[src/rtl/oscill_trig_ctrl.sv]
// Oscilloscope trigger controller: level/hysteresis edge detection with
// pre-trigger fill, holdoff, auto-trigger timeout and single-shot mode.
module oscill_trig_ctrl #(
    parameter int unsigned DW          = 8,
    parameter int unsigned CW          = 16,
    parameter int unsigned PRE_SAMPLES = 16
) (
    input  logic          clk,
    input  logic          rst_n,
    input  logic          din_valid,
    input  logic [DW-1:0] din,
    input  logic [DW-1:0] level,
    input  logic [DW-1:0] hyst,
    input  logic [1:0]    mode,
    input  logic          run,
    input  logic          single,
    input  logic [CW-1:0] holdoff,
    input  logic          auto_en,
    input  logic [CW-1:0] auto_timeout,
    output logic          trig,
    output logic          trig_auto,
    output logic          armed,
    output logic          busy,
    output logic [CW-1:0] trig_cnt
);

    localparam int unsigned PW = (PRE_SAMPLES < 2) ? 1 : $clog2(PRE_SAMPLES);
    localparam logic [PW-1:0] PRE_LAST = PW'(PRE_SAMPLES - 1);
    localparam logic [DW:0]   DIN_MAX  = {1'b0, {DW{1'b1}}};

    typedef enum logic [1:0] {
        S_IDLE,
        S_PRE,
        S_WAIT,
        S_HOLD
    } state_t;

    state_t        state, state_n;
    logic [PW-1:0] pre_cnt, pre_cnt_n;
    logic [CW-1:0] auto_cnt, auto_cnt_n;
    logic [CW-1:0] hold_cnt, hold_cnt_n;
    logic          lo_arm, lo_arm_n;
    logic          hi_arm, hi_arm_n;
    logic          single_q, single_q_n;
    logic          done_q, done_q_n;
    logic          trig_n, trig_auto_n, armed_n, busy_n;
    logic [CW-1:0] trig_cnt_n;

    logic [DW:0]   hi_sum_c;
    logic [DW-1:0] lo_th_c, hi_th_c;
    logic          rise_hit_c, fall_hit_c, hit_c;
    logic [CW-1:0] auto_last_c, hold_last_c;
    logic          auto_fire_c;

    // Hysteresis thresholds, saturated to the sample range
    always_comb begin
        hi_sum_c = {1'b0, level} + {1'b0, hyst};
        lo_th_c  = (level >= hyst) ? DW'(level - hyst) : '0;
        hi_th_c  = (hi_sum_c > DIN_MAX) ? DIN_MAX[DW-1:0] : hi_sum_c[DW-1:0];
    end

    // Edge hit qualification using the flags as they stood before this sample
    always_comb begin
        rise_hit_c = din_valid && (din >= level) && lo_arm;
        fall_hit_c = din_valid && (din <= level) && hi_arm;
        unique case (mode)
            2'b01:   hit_c = fall_hit_c;
            2'b10:   hit_c = rise_hit_c || fall_hit_c;
            default: hit_c = rise_hit_c;
        endcase
    end

    // Terminal counts; zero-valued settings behave as one
    always_comb begin
        auto_last_c = (auto_timeout == '0) ? '0 : CW'(auto_timeout - CW'(1));
        hold_last_c = (holdoff == '0) ? '0 : CW'(holdoff - CW'(1));
        auto_fire_c = auto_en && (auto_cnt == auto_last_c);
    end

    // Next-state and registered-output logic
    always_comb begin
        state_n     = state;
        pre_cnt_n   = pre_cnt;
        auto_cnt_n  = auto_cnt;
        hold_cnt_n  = hold_cnt;
        lo_arm_n    = lo_arm;
        hi_arm_n    = hi_arm;
        single_q_n  = single_q;
        done_q_n    = done_q;
        trig_n      = 1'b0;
        trig_auto_n = 1'b0;

        if (!run) begin
            state_n    = S_IDLE;
            pre_cnt_n  = '0;
            auto_cnt_n = '0;
            hold_cnt_n = '0;
            lo_arm_n   = 1'b0;
            hi_arm_n   = 1'b0;
            single_q_n = 1'b0;
            done_q_n   = 1'b0;
        end else begin
            unique case (state)
                S_IDLE: begin
                    // A finished single shot stays parked until run is dropped
                    if (!done_q) begin
                        state_n    = S_PRE;
                        single_q_n = single;
                        pre_cnt_n  = '0;
                    end
                end
                S_PRE: begin
                    if (din_valid) begin
                        if (pre_cnt == PRE_LAST) begin
                            state_n    = S_WAIT;
                            pre_cnt_n  = '0;
                            auto_cnt_n = '0;
                            lo_arm_n   = 1'b0;
                            hi_arm_n   = 1'b0;
                        end else begin
                            pre_cnt_n = pre_cnt + PW'(1);
                        end
                    end
                end
                S_WAIT: begin
                    auto_cnt_n = auto_cnt + CW'(1);
                    if (din_valid && (din < lo_th_c)) begin
                        lo_arm_n = 1'b1;
                    end
                    if (din_valid && (din > hi_th_c)) begin
                        hi_arm_n = 1'b1;
                    end
                    if (hit_c || auto_fire_c) begin
                        trig_n      = 1'b1;
                        trig_auto_n = !hit_c;
                        state_n     = S_HOLD;
                        hold_cnt_n  = '0;
                    end
                end
                S_HOLD: begin
                    if (hold_cnt == hold_last_c) begin
                        hold_cnt_n = '0;
                        if (single_q) begin
                            state_n  = S_IDLE;
                            done_q_n = 1'b1;
                        end else begin
                            state_n   = S_PRE;
                            pre_cnt_n = '0;
                        end
                    end else begin
                        hold_cnt_n = hold_cnt + CW'(1);
                    end
                end
                default: state_n = S_IDLE;
            endcase
        end

        trig_cnt_n = trig_cnt + CW'(trig_n);
        armed_n    = (state_n == S_WAIT);
        busy_n     = (state_n != S_IDLE);
    end

    // State and output registers
    always_ff @(posedge clk or negedge rst_n) begin
        if (!rst_n) begin
            state     <= S_IDLE;
            pre_cnt   <= '0;
            auto_cnt  <= '0;
            hold_cnt  <= '0;
            lo_arm    <= 1'b0;
            hi_arm    <= 1'b0;
            single_q  <= 1'b0;
            done_q    <= 1'b0;
            trig      <= 1'b0;
            trig_auto <= 1'b0;
            armed     <= 1'b0;
            busy      <= 1'b0;
            trig_cnt  <= '0;
        end else begin
            state     <= state_n;
            pre_cnt   <= pre_cnt_n;
            auto_cnt  <= auto_cnt_n;
            hold_cnt  <= hold_cnt_n;
            lo_arm    <= lo_arm_n;
            hi_arm    <= hi_arm_n;
            single_q  <= single_q_n;
            done_q    <= done_q_n;
            trig      <= trig_n;
            trig_auto <= trig_auto_n;
            armed     <= armed_n;
            busy      <= busy_n;
            trig_cnt  <= trig_cnt_n;
        end
    end

endmodule

[config.mk]
export PLATFORM = sky130hd
export DESIGN_NAME = oscill_trig_ctrl
export DESIGN_NICKNAME = d
export VERILOG_FILES = /design/src/rtl/oscill_trig_ctrl.sv
export SDC_FILE = /design/constraint.sdc
export NUM_CORES = 1
export LEC_CHECK = 0
export CORE_ASPECT_RATIO = 1.2
export CORE_MARGIN = 2
export CORE_UTILIZATION = 60
export CTS_CLUSTER_DIAMETER = 60
export DETAILED_ROUTE_END_ITERATION = 16
export PLACE_DENSITY_LB_ADDON = 0.2
export SLEW_MARGIN = 25
export SYNTH_ARGS = -nofsm -noshare
export SYNTH_HDL_FRONTEND = slang
export SYNTH_SLANG_ARGS = --single-unit
[constraint.sdc]
create_clock -name clk -period 9.25 [get_ports clk]
set_input_delay 2.775 -clock clk [delete_from_list [all_inputs] [get_ports clk]]
set_output_delay 2.775 -clock clk [all_outputs]
set_load 0.01 [all_outputs]
==> results.cfg, run 1 <==
[outcome]
status = complete, no violations

[route]
drc = 0
via_per_inst = 6.551
wire_per_inst_um = 17.86
final_antenna_net_count = 0
drt-initial-drc-count = 583
drt_first_pass_iters = 5
vias = 6610
drt_wl_total_um = 18020

[die]
dieArea_um2 = 11590
core_um2 = 10520
die_w_um = 98.63
die_y_um = 117.6
ios = 84
start_util_pct = 61.31
rows = 41

[final_layout]
instances_no_fill = 1009
fin_util_pct = 72.21
area_delta_synth_final_pct = 17.78
final_cell_area_um2 = 7594
antenna_cells = 0
drive_above_1_share_pct = 5.682
finalNetCount = 993
fill_cells = 822

[timing]
max_freq_ghz = 0.1421
fin_ws_ps = 2214
hold_violations = 0
skew_ps = 8.744
slew_viol_final = 0
timing.setup.tns_ps = 0
rsz0062_at_grt = no
maxSlewHeadroom_pct = 31.84
worst_pin_slew_ps = 1013
min_period_ps = 7036
setup_viol_count_final = 0
hold-worst-slack_ps = 494.7
finalCritPeriodShare_pct = 76.06

[worst_setup_path]
crit_chain = clkdlybuf4s50_1 -> nor4_1 -> nand2_1 -> or4_1 -> and3_1 -> a2111oi_0 -> and4_1 -> or2_2 -> nor2b_1 -> ha_1 -> nand2_1 -> nor3_1 -> nand4_1 -> xnor2_1
cp_num_buf_inv = 1
path_class = in -> reg
crit_path_start = auto_timeout[6]
max_stage_delay_ps = 920
cpMostUsedCell = nand2_1
critical_path.top_delay_family = simple AND/OR/NAND/NOR gates
required_ps = 9470
cp_slowest_cell = nor4_1
r2r_start = hold_cnt[3]
crit_arrival_ps = 7260
critPathLaunchType = input pin
end_kind = flop
cp_max_fo = 9

[place]
gp_congestion = 0.9414
dpl_cell_area_um2 = 7284
dp_cells = 993
dp_slack_ps = 1876
port_buffers = 83
place_hpwl_um = 13760

[logic_synthesis]
ys_warn_count = 0
synth_nets = 938
synth_cells = 820
synth_area_um2 = 6447
synth_seq_cells = 62
ys_types = 72
ys_seq_area_share_pct = 24.06
synth-async-reset-ratio_pct = 100.0
synth_edf_count = 0
syn-mean-instance-area_um2 = 7.863
synth_ff_type = dfrtp_1

[clock_network]
cts_setup_buffers = 0
clk_latency_ps = 340
clkTransAtPathRegs_ps = 60
postCtsHoldBufs = 0
clockBufferDepth = 2
cts_made_buffers = 9
cts_tree = done
cts.htree.levels = 3
cts.repair.resized = 0
cts.sinks = 62
clock-root-buffer = clkbuf_16

[flow_run]
drv_cap = 0

[power]
p_leak_nw = 3.075
fin_total_pwr_mw = 0.8198
power_density_nw_per_um2 = 108.0
ir_worst_vdd_mv = 0.08405

[grt]
groute.usage.overall_pct = 31.05
first_global_vias = 6530
antenna_found_initial = 0
grt_overflow = 0
grt_first_pass_wirelength_um = 30350
grt_max_degree = 63

[min_path]
hp-start = trig_cnt[12]
hp-class = reg -> reg
## per-layer routing
| metal | global-route usage, % | vias to the layer above | share of wire, % | routed length, µm |
|---|---|---|---|---|
| li1 | - | 3147 | - | - |
| met1 | 38.19 | 3135 | 41 | 7355 |
| met2 | 54.21 | 273 | 50 | 9004 |
| met3 | 3.860 | 55 | 5.5 | 1000 |
| met4 | 13.36 | 0 | 3.7 | 661 |
| met5 | 0 | - | 0 | 0 |
## Yosys cell counts, types with 6 or more instances
master	instances	share of area (%)
a21oi_1	41	3.2
nor3_1	22	1.7
and4_1	6	0.82
nor2_1	61	3.6
dfrtp_1	62	24
nand2b_1	15	1.5
nand2_1	66	3.8
clkbuf_1	34	2.0
o31ai_1	6	0.70
a31oi_1	15	1.5
xor2_1	20	2.7
xnor2_1	31	4.2
nand4_1	21	2.0
o21a_1	12	1.4
nand3_1	39	3.0
or3_1	18	1.7
nor4_1	17	1.6
o41ai_1	9	1.2
o21ai_0	43	3.3
or2_2	7	0.68
nor2b_1	15	1.5
o21bai_1	7	0.82
a21o_1	6	0.70
or4_1	9	1.0
o211ai_1	19	2.2
and3_1	15	1.5
ha_1	52	10
inv_1	47	2.7
## flip-flops by register name, summed over array words and instances (netlist names)
name	flops
trig_cnt	16
trig_auto	1
auto_cnt	16
hold_cnt	16
trig	1
pre_cnt	4
lo_arm	1
armed	1
done_q	1
state	2
busy	1
single_q	1
hi_arm	1
## final timing paths
path,endpoint,slack [ps],cells past startpoint
min reg2reg,trig_cnt[12],490,1
min in group asynchronous,trig_cnt[13],2600,2
max,trig_cnt[15],2210,14
min,trig_cnt[12],490,1
max in group asynchronous,auto_cnt[3],6130,2
max reg2reg,hold_cnt[2],5560,10
## cells in the final DEF, fill, tap and decap left out, types with 9 or more instances in the layout
cell and instances:
inv_1 47, xor2_1 20, nor4_1 17, nand4_1 21, nand2b_1 15, o21a_1 12
o211ai_1 19, xnor2_1 31, nor3_1 22, o41ai_1 9, clkbuf_16 9, nand3_1 39
a21oi_1 41, clkdlybuf4s50_1 82, nor2b_1 15, and3_1 15, nor2_1 61, a31oi_1 15
nand2_1 66, ha_1 52, or3_1 18, o21ai_0 43, or4_1 9, dfrtp_1 62
## cells by family after synthesis
logic type	Yosys count	share of synthesized area (%)
AO/OA/AOI/OAI	207	21.60
buffers and inverters	90	5.531
AND/OR/NAND/NOR	348	29.67
flip-flops	62	24.06
adder cells (fa/ha/maj)	54	10.71
XOR/XNOR	52	7.277
multiplexers	7	1.145
## final cells by class
| cell class | count | area [µm²] | share of cell area [%] |
|---|---|---|---|
| Sequential cell | 62 | 1551 | 20.43 |
| Multi-Input combinational cell | 668 | 4543 | 59.83 |
| Inverter | 47 | 176.4 | 2.323 |
| Clock buffer | 9 | 225.2 | 2.966 |
| Timing Repair Buffer | 87 | 855.8 | 11.27 |
| Clock inverter | 7 | 80.08 | 1.055 |
| Tap cell | 129 | 161.4 | 2.126 |
## power breakdown
part           total (mW)  switching [mW]  internal [mW]  leakage [nW]
logic               0.198           0.110         0.0878          2.08
clock network       0.344           0.133          0.212         0.143
registers           0.278         0.00364          0.274         0.857
total               0.820           0.246          0.574          3.08
Power figures use the tool's default switching activity.
==> run 2: changes to the inputs <==
--- a/config.mk
+++ b/config.mk
@@ -7,7 +7,7 @@
 export LEC_CHECK = 0
 export CORE_ASPECT_RATIO = 1.2
 export CORE_MARGIN = 2
-export CORE_UTILIZATION = 60
+export CORE_UTILIZATION = 57
 export CTS_CLUSTER_DIAMETER = 60
 export DETAILED_ROUTE_END_ITERATION = 16
 export PLACE_DENSITY_LB_ADDON = 0.2
==> constraint.sdc (replaced) <==
create_clock -name clk -period 6.5 [get_ports clk]
set_input_delay 1.95 -clock clk [delete_from_list [all_inputs] [get_ports clk]]
set_output_delay 1.95 -clock clk [all_outputs]
set_load 0.01 [all_outputs]
==> run 2 against run 1 <==
- sequential cell count stayed put
- wire length up 2.6%
- setup slack lost 1800 ps
- critical path type unchanged
==> results.cfg, run 2 (same netlist as run 1, synthesis figures left out) <==
[clock_network]
postCtsHoldBufs = 0
cts_setup_buffers = 0
clock-root-buffer = clkbuf_16
cts_tree = done
cts.htree.levels = 3
clkTransAtPathRegs_ps = 60
cts.sinks = 62
cts_made_buffers = 9
clk_latency_ps = 320
cts.repair.resized = 0
clockBufferDepth = 2

[timing]
skew_ps = 6.942
fin_ws_ps = 398.2
maxSlewHeadroom_pct = 31.60
slew_viol_final = 0
hold-worst-slack_ps = 476.3
timing.setup.tns_ps = 0
setup_viol_count_final = 0
finalCritPeriodShare_pct = 93.87
rsz0062_at_grt = no
max_freq_ghz = 0.1639
hold_violations = 0
min_period_ps = 6102
worst_pin_slew_ps = 1023

[route]
wire_per_inst_um = 17.96
via_per_inst = 6.534
drt_first_pass_iters = 5
final_antenna_net_count = 0
vias = 6730
drt-initial-drc-count = 324
drt_wl_total_um = 18500
drc = 0

[final_layout]
finalNetCount = 1011
mostFrequentLayoutCell = clkdlybuf4s50_1
area_delta_synth_final_pct = 19.87
reg.largest.list = auto_cnt x16, hold_cnt x16, trig_cnt x16
instances_no_fill = 1030
drive_above_1_share_pct = 7.684
fin_util_pct = 70.03
antenna_cells = 0
mostFrequentLayoutCells = 82 x clkdlybuf4s50_1, 66 x nand2_1, 62 x dfrtp_1, 61 x nor2_1, 51 x ha_1

[grt]
groute.usage.overall_pct = 30.87
grt_first_pass_wirelength_um = 30610
antenna_found_initial = 0
first_global_vias = 6618
grt_max_degree = 63
grt_overflow = 0

[worst_setup_path]
required_ps = 6740
rr_endpoint = busy
r2r_start = hold_cnt[3]
cp_max_fo = 7
reg2reg_depth = 9
path_class = in -> reg
end_kind = flop
r2r_setup_slack_ps = 2860
critPathLaunchType = input pin
crit_arrival_ps = 6340

[place]
gp_congestion = 0.9080
dp_slack_ps = 120.2
dp_cells = 1014
port_buffers = 83
place_hpwl_um = 14300

[power]
ir_worst_vdd_mv = 0.1423
power_density_nw_per_um2 = 149.5
p_leak_nw = 3.159

[min_path]
min_to = trig_cnt[15]
hp-class = reg -> reg
hp-start = trig_cnt[15]
min_path_cells = 1

[die]
die_w_um = 101.1
core_um2 = 11040
rows = 42
start_util_pct = 58.42
die_y_um = 120.5
dieArea_um2 = 12180
ios = 84

[outcome]
status = complete, no violations

[flow_run]
drv_cap = 0
[run 2: worst max-delay path, cell delays in order]
cell and delay [ps]:
clkdlybuf4s50_1 510, inv_1 100, ha_1 290, or4b_2 700, nor3_1 320, mux2i_1 290, xnor2_1 120, a2111oi_0 480
and4_1 290, or2_2 130, nor2b_1 170, ha_1 280, ha_2 310, and4_1 230, xor2_1 180
[run 2: how the worst max path moves through the flow]
stage | startpoint | to | cells after the start
after floorplan | auto_timeout[2] | trig_cnt[14] | 15
after CTS | auto_timeout[0] | trig_cnt[15] | 17
final | auto_timeout[0] | trig_cnt[14] | 15
after global routing | auto_timeout[0] | trig_cnt[14] | 16
after global placement | auto_timeout[0] | trig_cnt[15] | 16
after detailed placement | auto_timeout[0] | trig_cnt[15] | 17
[run 2: area by class of cell]
cell class | count | area [µm²]
fillers | 906 | 3307
repair buffers | 105 | 991.0
clock buffers | 9 | 225.2
multi-input cells | 668 | 4547
flip-flops and latches | 62 | 1551
inverters | 47 | 176.4
well taps | 132 | 165.2
clock inverters | 7 | 72.57
[run 2: metal layers]
metal	GRT usage, %	vias up	routed length, µm
met3	4.451	69	740
li1	-	3187	-
met5	0	-	0
met2	54.84	240	9489
met1	35.30	3234	7404
met4	16.13	0	861
[run 2: per-stage QoR]
step / area (µm²) / power (mW)
2_1_floorplan: 6447 / 0.5733
3_3_place_gp: 7423 / 0.6728
3_5_place_dp: 7423 / 0.6841
4_1_cts: 7721 / 1.158
5_1_grt: 7729 / 1.212
6_report: 7729 / 1.155
[run 2: power breakdown]
group	leakage (nW)	internal, mW	switching (mW)
Combinational	2.16	0.128	0.158
Clock	0.142	0.297	0.177
Sequential	0.857	0.391	0.00435
==> run 3: changes to the inputs <==
--- a/config.mk
+++ b/config.mk
@@ -6,8 +6,7 @@
 export NUM_CORES = 1
 export LEC_CHECK = 0
 export CORE_ASPECT_RATIO = 1.2
-export CORE_MARGIN = 2
-export CORE_UTILIZATION = 57
+export CORE_UTILIZATION = 55
 export CTS_CLUSTER_DIAMETER = 60
 export DETAILED_ROUTE_END_ITERATION = 16
 export PLACE_DENSITY_LB_ADDON = 0.2
==> run 3 against run 2 <==
- clock skew decreased by 2.1 ps
- maximum frequency is 0.31% higher
- non-clock buffer count up 3
- cell area rose by 0.26%
- via count shrank 1.6%
- first-iteration DRC count grew 20%
==> results.cfg, run 3 (same netlist as run 1, synthesis figures left out) <==
[timing]
slew_viol_final = 0
hold-worst-slack_ps = 474.8
max_freq_ghz = 0.1644
setup_viol_count_final = 0
skew_ps = 4.837
rsz0062_at_grt = no
timing.setup.tns_ps = 0
min_period_ps = 6083
finalCritPeriodShare_pct = 93.59
worst_pin_slew_ps = 1026
maxSlewHeadroom_pct = 31.36
hold_violations = 0

[worst_setup_path]
path_class = in -> reg
max_stage_delay_ps = 750
crit_arrival_ps = 6300
end_kind = flop
cp_max_fo = 9
crit_chain = clkdlybuf4s50_1 -> nor4_1 -> nand2_1 -> or4_1 -> and3_1 -> a2111oi_0 -> and4_1 -> or2_2 -> nor2b_1 -> ha_1 -> nand2_1 -> nor3_1 -> nand4_1 -> xnor2_1
cpMostUsedCell = nand2_1
critPathLaunchType = input pin
required_ps = 6720
r2r_setup_slack_ps = 2840
cp_slowest_cell = nor4_1

[grt]
antenna_found_initial = 0
grt_max_degree = 63
groute.usage.overall_pct = 31.32
first_global_vias = 6380
grt_first_pass_wirelength_um = 30440
grt_overflow = 0

[route]
via_per_inst = 6.276
drt-initial-drc-count = 390
drt_wl_total_um = 18440
drc = 0
wire_per_inst_um = 17.48
drt_first_pass_iters = 6
vias = 6621
final_antenna_net_count = 0

[power]
ir_worst_vdd_mv = 0.1186
clkPwrFrac_pct = 39.4
fin_total_pwr_mw = 1.126
switching_share_pct = 30.91
power.switching_mw = 0.3482
intPower_mw = 0.7783
p_comb_share_pct = 25.5
power_density_nw_per_um2 = 145.4
power_frac_seq_pct = 35.1
p_leak_nw = 3.162

[final_layout]
mostFrequentLayoutCell = clkdlybuf4s50_1
reg.largest.list = auto_cnt x16, hold_cnt x16, trig_cnt x16
antenna_cells = 0
finalNetCount = 1014
final_cell_area_um2 = 7749
multi_input_comb_area_um2 = 4539
area_delta_synth_final_pct = 20.18
mostFrequentLayoutCells = 82 x clkdlybuf4s50_1, 66 x nand2_1, 62 x dfrtp_1, 61 x nor2_1, 52 x ha_1
drive_above_1_share_pct = 7.769
fill_cells = 954
seqCellArea_um2 = 1551

[clock_network]
postCtsHoldBufs = 0
cts_tree = done
clockBufferDepth = 2
clock-root-buffer = clkbuf_16
cts_setup_buffers = 0
cts.htree.levels = 3
clkTransAtPathRegs_ps = 60
cts_made_buffers = 9
cts.repair.resized = 0
clk_latency_ps = 330
cts.sinks = 62

[die]
ios = 84
rows = 42
start_util_pct = 57.33
die_y_um = 120.6
core_um2 = 11250
dieArea_um2 = 12160
die_w_um = 100.8

[place]
gp_congestion = 0.9671
place_hpwl_um = 14310
dpl_cell_area_um2 = 7473
port_buffers = 83

[outcome]
status = complete, no violations

[flow_run]
drv_cap = 0

[min_path]
hp-class = reg -> reg
-- run 3: cell types whose count changed in the layout (fill, tap and decap cells not counted) --
cell | before | now
ha_1 | 51 | 52
nor3_2 | 1 | 0
buf_4 | 22 | 25
bufinv_16 | 1 | 0
ha_2 | 1 | 0
nor3_1 | 21 | 22
clkinvlp_4 | 2 | 3
-- run 3: worst paths after layout --
path                                  from      endpoint  depth (start not counted)
max                        auto_timeout[2]  trig_cnt[15]                         14
min                           trig_cnt[15]  trig_cnt[15]                          1
max reg2reg                    hold_cnt[3]          busy                          9
min reg2reg                   trig_cnt[15]  trig_cnt[15]                          1
max in group asynchronous            rst_n   auto_cnt[6]                          2
min in group asynchronous            rst_n   hold_cnt[1]                          2
-- run 3: power groups by stage --
stage | combinational, mW | clock, mW | sequential [mW]
final | 0.288 | 0.444 | 0.395
after detailed placement | 0.283 | 0 | 0.402
after floorplan | 0.172 | 0 | 0.401
after CTS | 0.285 | 0.450 | 0.395
after global routing | 0.321 | 0.466 | 0.396
after global placement | 0.275 | 0 | 0.401
-- run 3: metrics by stage --
| stage | utilization (%) | worst slack [ps] | cells |
|---|---|---|---|
| 6_report | 68.90 | 417.0 | 1055 |
| 5_1_grt | 68.90 | 82.02 | 1055 |
| 2_1_floorplan | - | 945.9 | 820 |
| 4_1_cts | 68.90 | 510.4 | 1055 |
| 3_5_place_dp | 66.46 | 170.4 | 1039 |
| 3_3_place_gp | 66.46 | 314.4 | 1039 |
-- run 3: cell type report --
class,instances,area share (%)
multi-input cells,668,58.58
flip-flops and latches,62,20.02
repair buffers,108,13.08
clock buffers,9,2.907
well taps,154,2.487
inverters,47,2.277
clock inverters,7,0.6459
-- run 3: routing by layer --
metal  up-vias  global-route usage, %  share of wire, %
li1       3196                      -                 -
met1      3136                  37.50                41
met2       231                  55.09                51
met3        58                  4.509               4.3
met4         0                  13.95               3.9
met5         -                      0                 0
-- run 3: critical path: cells and delay by family --
kind | cells | cell delay [ps]
buf+inv | 1 | 540
fa+ha+maj | 1 | 280
compound gates | 1 | 510
simple gates | 10 | 2850
xor+xnor | 1 | 150
